===== src/rtl/seq_patdet.sv =====
// Serial bit-pattern detector: runtime-loadable pattern up to PAT_W bits, with
// overlapping or non-overlapping detection and a saturating match counter.
module seq_patdet #(
   parameter int PAT_W = 8,
   parameter int CNT_W = 16,
   parameter int LEN_W = 4
) (
   input  logic             clk,
   input  logic             rst_n,
   input  logic             data_in,
   input  logic             data_vld,
   input  logic             cfg_load,
   input  logic [PAT_W-1:0] pat,
   input  logic [LEN_W-1:0] pat_len,
   input  logic             overlap_en,
   input  logic             cnt_clr,
   output logic             flag_det,
   output logic             cfg_err,
   output logic             armed,
   output logic [CNT_W-1:0] match_cnt
);

   typedef enum logic [1:0] {IDLE, FILL, ARMED} state_t;

   localparam logic [LEN_W-1:0] PAT_W_L = LEN_W'(PAT_W);

   state_t           state, state_nx;
   logic [PAT_W-1:0] hist, hist_nx, cfg_pat, mask;
   logic [LEN_W-1:0] cfg_len, fcnt, fcnt_inc, fcnt_nx;
   logic             cfg_ovl, cfg_ok, step, match;

   function automatic logic [CNT_W-1:0] sat_inc(input logic [CNT_W-1:0] v);
      return (&v) ? v : v + CNT_W'(1);
   endfunction

   // Only the low cfg_len bits of the history take part in the compare
   always_comb begin
      mask = '0;
      for (int i = 0; i < PAT_W; i++) begin
         mask[i] = (i < 32'(cfg_len));
      end
   end

   always_comb begin
      cfg_ok   = cfg_load && (pat_len != '0) && (pat_len <= PAT_W_L);
      step     = data_vld && !cfg_ok && (state != IDLE);
      hist_nx  = {hist[PAT_W-2:0], data_in};
      fcnt_inc = (fcnt == PAT_W_L) ? fcnt : fcnt + LEN_W'(1);
      match    = step && (((hist_nx ^ cfg_pat) & mask) == '0) && (fcnt_inc >= cfg_len);
   end

   always_comb begin
      state_nx = state;
      fcnt_nx  = fcnt;
      if (cfg_ok) begin
         state_nx = FILL;
         fcnt_nx  = '0;
      end else if (step) begin
         // Non-overlapping mode restarts the fill so the next match needs fresh bits
         if (match && !cfg_ovl) begin
            state_nx = FILL;
            fcnt_nx  = '0;
         end else begin
            fcnt_nx  = fcnt_inc;
            state_nx = (fcnt_inc >= cfg_len) ? ARMED : FILL;
         end
      end
   end

   always_ff @(posedge clk) begin
      if (!rst_n) begin
         state <= IDLE;
      end else begin
         state <= state_nx;
      end
   end

   always_ff @(posedge clk) begin
      if (!rst_n) begin
         hist      <= '0;
         fcnt      <= '0;
         cfg_pat   <= '0;
         cfg_len   <= '0;
         cfg_ovl   <= 1'b0;
         flag_det  <= 1'b0;
         cfg_err   <= 1'b0;
         match_cnt <= '0;
      end else begin
         fcnt     <= fcnt_nx;
         flag_det <= match;
         cfg_err  <= cfg_load && !cfg_ok;
         if (cfg_ok) begin
            cfg_pat <= pat;
            cfg_len <= pat_len;
            cfg_ovl <= overlap_en;
            hist    <= '0;
         end else if (step) begin
            hist <= hist_nx;
         end
         if (cnt_clr) begin
            match_cnt <= match ? CNT_W'(1) : '0;
         end else if (match) begin
            match_cnt <= sat_inc(match_cnt);
         end
      end
   end

   assign armed = (state == ARMED);

endmodule


===== config.mk =====
export PLATFORM = sky130hd
export DESIGN_NAME = seq_patdet
export DESIGN_NICKNAME = d
export VERILOG_FILES = /design/src/rtl/seq_patdet.sv
export SDC_FILE = /design/constraint.sdc
export NUM_CORES = 1
export LEC_CHECK = 0
export BUFFER_PORTS_ARGS = -buffer_cell sky130_fd_sc_hd__buf_4
export CORE_MARGIN = 5
export CORE_UTILIZATION = 55
export CTS_CLUSTER_SIZE = 12
export DETAILED_ROUTE_END_ITERATION = 8
export PLACE_DENSITY = 0.84
export SYNTH_ARGS = -nofsm -noshare
export SYNTH_HDL_FRONTEND = slang
export SYNTH_SLANG_ARGS = --single-unit

===== constraint.sdc =====
create_clock -name clk -period 2.9 [get_ports clk]
set_input_delay 0.29 -clock clk [delete_from_list [all_inputs] [get_ports clk]]
set_output_delay 0.29 -clock clk [all_outputs]
set_load 0.1 [all_outputs]

==> out/results.tsv, run 1 <==
metric	value	unit
finalCritPeriodShare	91.9	%
reg2reg_slack	230	ps
timing.hold.ws	224	ps
dieArea	5470	µm²
fp.dieH	73.9	µm
start_util	56.6	%
tightestPinTransition	738	ps
synth.most_common_cell	dfxtp_1	
leakage	1.06	nW
io_buffer_count	37	
post_cts_buffers	0	
via_per_inst	5.87	
final_cells	350	
holdPathEnd	cfg_ovl$_SDFFE_PN0P_	
cts_buffers	5	
synth_area_leaders	dfxtp_1, a21oi_1, mux2i_1	
ys.flop_type	dfxtp_1	
fin_util	67.8	%
clock_path_buffers	2	
drv_slew	0	
drt_pass1_iterations	4	
r2r-start	fcnt[0]$_SDFFE_PP0P_	
post_cts_resized	0	
ys_seq_area_share	39.2	%
row_count	23	
dp.final_hpwl	3620	µm
routed_wl	5100	µm
hold_buffers	0	
worstSetupStartpointType	flip-flop	
nets	325	
n_fill_cell	337	
path_buf_inv	2	
finalSetupViolations	0	
max_freq	375	MHz
ys_types	45	
first_iter_violations	103	
run_status	completed	
min_period	2670	ps
dpl.cell_count	342	
root_buffer	clkbuf_8	
n_antenna_cell	0	
overflow	0	
hold_path_class	input port to flip-flop	
clk_latency	300	ps
crit_family	simple AND/OR/NAND/NOR gates	
wl_per_cell	14.6	µm
cts_tree	yes	
crit_path_end_kind	flip-flop	
synth_nets	294	
path_max_fanout	32	
crit_cells	12	
worstPathArrival	2890	ps
grt_antenna_before_repair	0	
final_layout_size_suffix_gt1_share	19.7	%
final-hold-violation-count	0	
dieWidth	73.9	µm
fin_skew	4.56	ps
grt_pass1_vias	1871	
rr_endpoint	match_cnt[13]$_SDFFE_PN0P_	
worstHoldStart	overlap_en	
core	3970	µm²
slew_headroom	50.8	%
maxCapViolCount	0	
rsz0062_at_grt	no	
synthArstFlopShare	0	%
gp_congestion	0.768	
grt_pass1_wl	8800	µm
crit_type	flip-flop to flip-flop	
synth_edf_count	0	
yosys.area.top_type	dfxtp_1	
path_cells	inv_1 > ha_1 > nand2_1 > nor2_2 > xnor2_1 > ha_1 > o21ai_0 > a21oi_2 > o2111ai_2 > buf_12 > or4_1 > a21oi_1	
fin_tns_setup	0	ps
crit_required	3120	ps
power_density	478	nW/µm²
area_growth	19.7	%
max_stage_delay	500	ps
cp_slowest_cell	or4_1	
ant_nets	0	
cpMostUsedCell	ha_1	
syn_area_per_cell	8.39	µm²
cts.htree.levels	2	
r2r_cells	12	
clk_pin_slew	80	ps
grtUsageTotal	20.3	%
vias	2056	
ir_worst_vdd	0.330	mV
yosys-top-cells-count	dfxtp_1, nand2_1, a21oi_1	
pin_count	38	
synth_seq_cells	44	
synthCells	268	
yosysWarnings	0	
drc	0	
cts_sinks	44	
synth_top_area_share	39.2	%
grt_max_degree	33	
min_delay_path_depth	3	
syn_area	2250	µm²
metrics by stage:
stage	area [µm²]	worst slack (ps)	power [W]
floorplan	2250	124	0.000742
global placement	2550	276	0.000788
detailed placement	2550	119	0.000793
CTS	2680	95.0	0.00130
global route	2690	21.0	0.00134
finish	2690	234	0.00129
cells by family (layout without fill, tap and decap cells):
| group | after synthesis | after routing | share of synthesized area [%] |
|---|---|---|---|
| AO/OA/AOI/OAI | 68 | 68 | 19.9 |
| XOR/XNOR | 11 | 11 | 4.29 |
| adder cells (fa/ha/maj) | 7 | 7 | 3.90 |
| buffers and inverters | 26 | 58 | 4.84 |
| flip-flops | 44 | 44 | 39.2 |
| multiplexers | 12 | 12 | 5.34 |
| AND/OR/NAND/NOR | 100 | 100 | 22.6 |
how the worst max path moves through the flow:
stage | end | slack [ps] | startpoint
6_report | match_cnt[13]$_SDFFE_PN0P_ | 230 | fcnt[0]$_SDFFE_PP0P_
5_1_grt | match_cnt[15]$_SDFFE_PN0P_ | 20 | fcnt[0]$_SDFFE_PP0P_
4_1_cts | match_cnt[13]$_SDFFE_PN0P_ | 90 | fcnt[0]$_SDFFE_PP0P_
3_5_place_dp | match_cnt[13]$_SDFFE_PN0P_ | 120 | fcnt[0]$_SDFFE_PP0P_
3_3_place_gp | match_cnt[12]$_SDFFE_PN0P_ | 280 | fcnt[0]$_SDFFE_PP0P_
2_1_floorplan | match_cnt[11]$_SDFFE_PN0P_ | 120 | match_cnt[2]$_SDFFE_PN0P_
power by group:
group / switching [W] / total [W] / internal [W] / leakage [nW]
registers: 0.0000156 / 0.000634 / 0.000618 / 0.358
logic: 0.0000872 / 0.000147 / 0.0000595 / 0.638
clock network: 0.000202 / 0.000506 / 0.000304 / 0.0645
flip-flops by register name, summed over array words and instances (netlist names):
| name | flops |
|---|---|
| state | 2 |
| fcnt | 4 |
| cfg_len | 4 |
| cfg_pat | 8 |
| cfg_err | 1 |
| cfg_ovl | 1 |
| flag_det | 1 |
| match_cnt | 16 |
| hist | 7 |
per-layer routing:
metal / up-vias / global-route usage (%) / part of all wire (%)
li1: 1026 / - / -
met1: 969 / 27.7 / 44
met2: 53 / 32.2 / 48
met3: 8 / 4.19 / 6.0
met4: 0 / 6.64 / 1.6
met5: - / 0 / 0
final cells by class:
cell class / instances / area, µm² / area share [%]
clock buffer: 7 / 96.3 / 3.58
clock inverter: 1 / 30.0 / 1.12
inverter: 10 / 37.5 / 1.39
multi-input combinational: 198 / 1270 / 47.1
sequential: 44 / 885 / 32.9
tap: 50 / 62.6 / 2.32
timing repair buffer: 40 / 313 / 11.6
worst register-to-register path, stage by stage, from the launching register on:
cell	delay, ps
dfxtp_2	370
inv_1	90
ha_1	200
nand2_1	100
nor2_2	60
xnor2_1	130
ha_1	270
o21ai_0	110
a21oi_2	210
o2111ai_2	170
buf_12	230
or4_1	510
a21oi_1	160
cell usage in the layout (no fill, tap or decap), types with 4 or more instances in the layout:
cell	count
and3_1	7
inv_1	10
dfxtp_1	41
nand3_1	10
clkbuf_8	7
mux2i_1	12
ha_1	7
o31ai_1	11
or4_1	11
o21ai_0	4
a21oi_1	30
nor3_1	4
nand2_1	32
nor2_1	20
o211ai_1	4
buf_4	39
xnor2_1	9
(Power assumes the default switching activity.)
==> inputs of run 2 (changes only) <==
--- a/config.mk
+++ b/config.mk
@@ -7,10 +7,10 @@
 export LEC_CHECK = 0
 export BUFFER_PORTS_ARGS = -buffer_cell sky130_fd_sc_hd__buf_4
 export CORE_MARGIN = 5
-export CORE_UTILIZATION = 55
+export CORE_UTILIZATION = 60
 export CTS_CLUSTER_SIZE = 12
 export DETAILED_ROUTE_END_ITERATION = 8
-export PLACE_DENSITY = 0.84
+export PLACE_DENSITY = 0.9
 export SYNTH_ARGS = -nofsm -noshare
 export SYNTH_HDL_FRONTEND = slang
 export SYNTH_SLANG_ARGS = --single-unit
==> constraint.sdc (replaced) <==
create_clock -name clk -period 3.1 [get_ports clk]
set_input_delay 0.31 -clock clk [delete_from_list [all_inputs] [get_ports clk]]
set_output_delay 0.31 -clock clk [all_outputs]
set_load 0.1 [all_outputs]
==> out/results.tsv, run 2 (synthesis results as in run 1) <==
metric	value	unit	change
ir_worst_vdd	0.361	mV	was 0.330 mV
nets	324		was 325
maxCapViolCount	0		unchanged
largest_register	match_cnt		unchanged
max_freq	350	MHz	was 375 MHz
gp_congestion	0.828		was 0.768
path_buf_inv	2		unchanged
hold_path_class	input port to flip-flop		unchanged
slew_headroom	50.3	%	was 50.8%
max_stage_delay	550	ps	was 500 ps
largest_registers	match_cnt x16, cfg_pat x8, hist x7		unchanged
via_per_inst	5.99		was 5.87
worstSetupStartpointType	flip-flop		unchanged
cts_buffers	5		unchanged
leakage	1.03	nW	was 1.06 nW
path_max_fanout	33		was 32
fin_util	72.1	%	was 67.8%
clock_path_buffers	2		unchanged
clk_latency	310	ps	was 300 ps
cts_tree	yes		unchanged
place_area	2530	µm²	was 2550 µm²
overflow	0		unchanged
routed_wl	5090	µm	was 5100 µm
cts.htree.levels	2		unchanged
n_fill_cell	300		was 337
grt_pass1_wl	8400	µm	was 8800 µm
run_status	completed		unchanged
grt_pass1_vias	1917		was 1871
power	0.00110	W	was 0.00129 W
hold_buffers	0		unchanged
fin_skew	6.28	ps	was 4.56 ps
final_cell_mix	dfxtp_1, buf_4, nand2_1		unchanged
post_cts_buffers	0		unchanged
crit_required	3330	ps	was 3120 ps
vias	2079		was 2056
area_growth	16.5	%	was 19.7%
drv_slew	0		unchanged
final_layout_size_suffix_gt1_share	16.7	%	was 19.7%
worstPathArrival	3090	ps	was 2890 ps
layout.cells.most_common	dfxtp_1		unchanged
crit_type	flip-flop to flip-flop		unchanged
drt_pass1_iterations	4		unchanged
tightestPinTransition	746	ps	was 738 ps
crit_path_end_kind	flip-flop		unchanged
grt_max_degree	34		was 33
final-hold-violation-count	0		unchanged
crit_family	simple AND/OR/NAND/NOR gates		unchanged
pin_count	38		unchanged
post_cts_resized	0		unchanged
core	3630	µm²	was 3970 µm²
clk_pin_slew	80	ps	about the same
dieWidth	71.2	µm	was 73.9 µm
start_util	61.9	%	was 56.6%
final_cells	347		was 350
fin_area	2620	µm²	was 2690 µm²
n_antenna_cell	0		unchanged
rsz0062_at_grt	no		unchanged
ant_nets	0		unchanged
path_cells	inv_1 > ha_1 > nand2_1 > nor2_1 > xnor2_1 > ha_1 > o21ai_0 > a21oi_1 > o2111ai_2 > buf_4 > or4_1 > a21oi_1		was inv_1 > ha_1 > nand2_1 > nor2_2 > xnor2_1 > ha_1 > o21ai_0 > a21oi_2 > o2111ai_2 > buf_12 > or4_1 > a21oi_1
fin_tns_setup	0	ps	unchanged
drc	0		unchanged
row_count	22		was 23
min_period	2860	ps	was 2670 ps
finalCritPeriodShare	92.1	%	was 91.9%
grt_antenna_before_repair	0		unchanged
first_iter_violations	136		was 103
grtUsageTotal	20.4	%	was 20.3%
largest_register_ffs	16		unchanged
root_buffer	clkbuf_8		unchanged
fp.dieH	71.2	µm	was 73.9 µm
power_density	419	nW/µm²	was 478 nW/µm²
dieArea	5070	µm²	was 5470 µm²
io_buffer_count	37		unchanged
dp.final_hpwl	3620	µm	about the same
finalSetupViolations	0		unchanged
cp_slowest_cell	or4_1		unchanged
dpl.cell_count	339		was 342
wl_per_cell	14.7	µm	was 14.6 µm
cts_sinks	44		unchanged
run 2: final cells by class:
type / instances / area (µm²) / share of cell area, %
clock buffers: 8 / 90.1 / 3.44
repair buffers: 39 / 293 / 11.2
well taps: 48 / 60.1 / 2.29
multi-input cells: 198 / 1260 / 48.0
inverters: 10 / 37.5 / 1.43
flip-flops and latches: 44 / 881 / 33.6
run 2: power by group:
group / leakage (nW) / switching [W] / total, W / internal [W]
Combinational: 0.627 / 0.0000803 / 0.000132 / 0.0000522
Sequential: 0.357 / 0.0000151 / 0.000593 / 0.000578
Clock: 0.0455 / 0.000191 / 0.000372 / 0.000182
Total: 1.03 / 0.000286 / 0.00110 / 0.000812
run 2: stage by stage:
step,hold WS [ps],setup slack [ps]
after floorplan,439,119
after global placement,466,447
after detailed placement,472,310
after CTS,225,251
after global routing,228,128
final,232,245
run 2: path summary, 6_finish.rpt:
| kind | depth (start not counted) | slack [ps] | start | endpoint |
|---|---|---|---|---|
| worst min-delay path | 3 | 230 | pat[4] | cfg_pat[4]$_SDFFE_PN0P_ |
| worst max-delay path | 12 | 240 | fcnt[0]$_SDFFE_PP0P_ | match_cnt[11]$_SDFFE_PN0P_ |
| worst max register to register | 12 | 240 | fcnt[0]$_SDFFE_PP0P_ | match_cnt[11]$_SDFFE_PN0P_ |
| worst min register to register | 2 | 480 | hist[6]$_SDFFE_PP0P_ | hist[6]$_SDFFE_PP0P_ |
run 2: worst reg2reg max path, stage by stage, from the launching register on:
cell       delay [ps]
dfxtp_1           410
inv_1             110
ha_1              200
nand2_1            90
nor2_1             80
xnor2_1           140
ha_1              270
o21ai_0            90
a21oi_1           290
o2111ai_2         140
buf_4             270
or4_1             560
a21oi_1           160
run 2: routing by layer:
metal | track usage (%) | vias to the layer above | part of all wire (%)
li1 | - | 1031 | -
met1 | 24.7 | 988 | 44
met2 | 32.7 | 50 | 47
met3 | 7.15 | 10 | 6.5
met4 | 9.19 | 0 | 2.0
met5 | 0 | - | 0
==> inputs of run 3 (changes only) <==
--- a/config.mk
+++ b/config.mk
@@ -6,10 +6,12 @@
 export NUM_CORES = 1
 export LEC_CHECK = 0
 export BUFFER_PORTS_ARGS = -buffer_cell sky130_fd_sc_hd__buf_4
+export CORE_ASPECT_RATIO = 1.25
 export CORE_MARGIN = 5
 export CORE_UTILIZATION = 60
 export CTS_CLUSTER_SIZE = 12
 export DETAILED_ROUTE_END_ITERATION = 8
+export GPL_ROUTABILITY_DRIVEN = 0
 export PLACE_DENSITY = 0.9
 export SYNTH_ARGS = -nofsm -noshare
 export SYNTH_HDL_FRONTEND = slang
==> out/results.tsv, run 3 (synthesis results as in run 1) <==
metric	value	unit	change
cts_buffers	5		unchanged
crit_family	compound AO/OA/AOI/OAI gates		was simple AND/OR/NAND/NOR gates
grt_antenna_before_repair	0		unchanged
largest_registers	match_cnt x16, cfg_pat x8, hist x7		unchanged
hold_buffers	0		unchanged
finalSetupViolations	0		unchanged
r2r-start	fcnt[0]$_SDFFE_PP0P_		unchanged
tightestPinTransition	722	ps	was 746 ps
cts.htree.levels	2		unchanged
routed_wl	5040	µm	was 5090 µm
hold_path_class	input port to flip-flop		unchanged
rr_endpoint	match_cnt[6]$_SDFFE_PN0P_		was match_cnt[11]$_SDFFE_PN0P_
fin_tns_setup	0	ps	unchanged
worstHoldStart	pat[5]		was pat[4]
cpMostUsedCell	ha_1		
start_util	60.9	%	was 61.9%
pin_count	38		unchanged
grtUsageTotal	21.3	%	was 20.4%
overflow	0		unchanged
drt_pass1_iterations	4		unchanged
grt_pass1_wl	8680	µm	was 8400 µm
via_per_inst	6.02		was 5.99
final-hold-violation-count	0		unchanged
largest_register_ffs	16		unchanged
drv_slew	0		unchanged
reg2reg_slack	260	ps	was 240 ps
rsz0062_at_grt	no		unchanged
min_period	2840	ps	was 2860 ps
path_buf_inv	2		unchanged
layout.cells.most_common	dfxtp_1		unchanged
slew_headroom	51.9	%	was 50.3%
clk_pin_slew	80	ps	about the same
dieArea	5080	µm²	was 5070 µm²
min_delay_path_depth	3		unchanged
crit_path_end_kind	flip-flop		unchanged
fin_skew	7.29	ps	was 6.28 ps
area_growth	17.9	%	was 16.5%
worstPathArrival	3060	ps	was 3090 ps
dieWidth	64.8	µm	was 71.2 µm
worstSetupStartpointType	flip-flop		unchanged
leakage	1.05	nW	was 1.03 nW
n_antenna_cell	0		unchanged
wl_per_cell	14.8	µm	was 14.7 µm
fp.dieH	78.4	µm	was 71.2 µm
nets	325		was 324
clock_path_buffers	2		unchanged
row_count	25		was 22
cts_sinks	44		unchanged
crit_cells	12		unchanged
cp_slowest_cell	or4_1		unchanged
path_max_fanout	28		was 33
path_cells	inv_1 > ha_1 > nand2_1 > nor2_1 > xnor2_1 > ha_1 > o21ai_0 > a21oi_2 > o2111ai_2 > buf_12 > or4_1 > a21oi_1		was inv_1 > ha_1 > nand2_1 > nor2_1 > xnor2_1 > ha_1 > o21ai_0 > a21oi_1 > o2111ai_2 > buf_4 > or4_1 > a21oi_1
ir_worst_vdd	0.363	mV	was 0.361 mV
power_density	437	nW/µm²	was 419 nW/µm²
crit_type	flip-flop to flip-flop		unchanged
max_freq	352	MHz	was 350 MHz
timing.hold.ws	242	ps	was 232 ps
grt_max_degree	29		was 34
crit_required	3320	ps	was 3330 ps
max_stage_delay	500	ps	was 550 ps
holdPathEnd	cfg_pat[5]$_SDFFE_PN0P_		was cfg_pat[4]$_SDFFE_PN0P_
dp.final_hpwl	3770	µm	was 3620 µm
ant_nets	0		unchanged
cts_tree	yes		unchanged
vias	2048		was 2079
root_buffer	clkbuf_8		unchanged
r2r_cells	12		unchanged
first_iter_violations	141		was 136
largest_register	match_cnt		unchanged
run_status	completed		unchanged
drc	0		unchanged
final_layout_size_suffix_gt1_share	17.7	%	was 16.7%
grt_pass1_vias	2031		was 1917
finalCritPeriodShare	91.7	%	was 92.1%
maxCapViolCount	0		unchanged
core	3690	µm²	was 3630 µm²
clk_latency	300	ps	was 310 ps
final_cell_mix	dfxtp_1, buf_4, nand2_1		unchanged
io_buffer_count	37		unchanged
-- run 3: area by class of cell --
cell class | instances | area (µm²)
Timing Repair Buffer | 40 | 313
Multi-Input combinational cell | 198 | 1260
Sequential cell | 44 | 881
Clock inverter | 2 | 35.0
Inverter | 10 | 37.5
Clock buffer | 6 | 72.6
Tap cell | 40 | 50.0
Fill cell | 303 | 1040
-- run 3: worst min-delay path: stages --
cell	delay [ps]
buf_4	70
mux2i_1	50
nor2_1	70
-- run 3: what timing repair did --
action | CTS | global route
setup endpoints to repair | 0 | 3
setup buffers | 0 | 0
endpoints found under the hold margin | 0 | 0
gates resized for setup | 0 | 1
-- run 3: report_power, final --
group          internal (W)  total [W]  switching, W
clock network      0.000239   0.000430      0.000191
logic             0.0000557   0.000136     0.0000800
registers          0.000578   0.000593     0.0000149
total              0.000873    0.00116      0.000286
-- run 3: worst max-delay path by stage --
stage | startpoint | end | slack (ps)
2_1_floorplan | match_cnt[0]$_SDFFE_PN0P_ | match_cnt[11]$_SDFFE_PN0P_ | 120
3_3_place_gp | fcnt[0]$_SDFFE_PP0P_ | match_cnt[15]$_SDFFE_PN0P_ | 410
3_5_place_dp | fcnt[0]$_SDFFE_PP0P_ | match_cnt[6]$_SDFFE_PN0P_ | 250
4_1_cts | fcnt[0]$_SDFFE_PP0P_ | match_cnt[6]$_SDFFE_PN0P_ | 200
5_1_grt | fcnt[0]$_SDFFE_PP0P_ | match_cnt[3]$_SDFFE_PN0P_ | 70
6_report | fcnt[0]$_SDFFE_PP0P_ | match_cnt[6]$_SDFFE_PN0P_ | 260
-- run 3: per-stage QoR --
| stage | worst slack (ps) | utilization [%] | std cells | area [µm²] | total power (W) |
|---|---|---|---|---|---|
| 5_1_grt | 69.7 | 71.8 | 340 | 2650 | 0.00121 |
| 6_report | 256 | 71.8 | 340 | 2650 | 0.00116 |
| 4_1_cts | 198 | 71.7 | 340 | 2650 | 0.00117 |
| 2_1_floorplan | 119 | - | 268 | 2250 | 0.000694 |
| 3_5_place_dp | 250 | 68.8 | 332 | 2540 | 0.000741 |
| 3_3_place_gp | 406 | 68.8 | 332 | 2540 | 0.000736 |
-- run 3: metal layers --
metal	GRT usage, %	up-vias	wire length, µm
met5	0	-	0
met3	5.44	11	225
met2	40.5	43	2810
met4	9.51	0	110
met1	21.0	960	1900
li1	-	1034	-
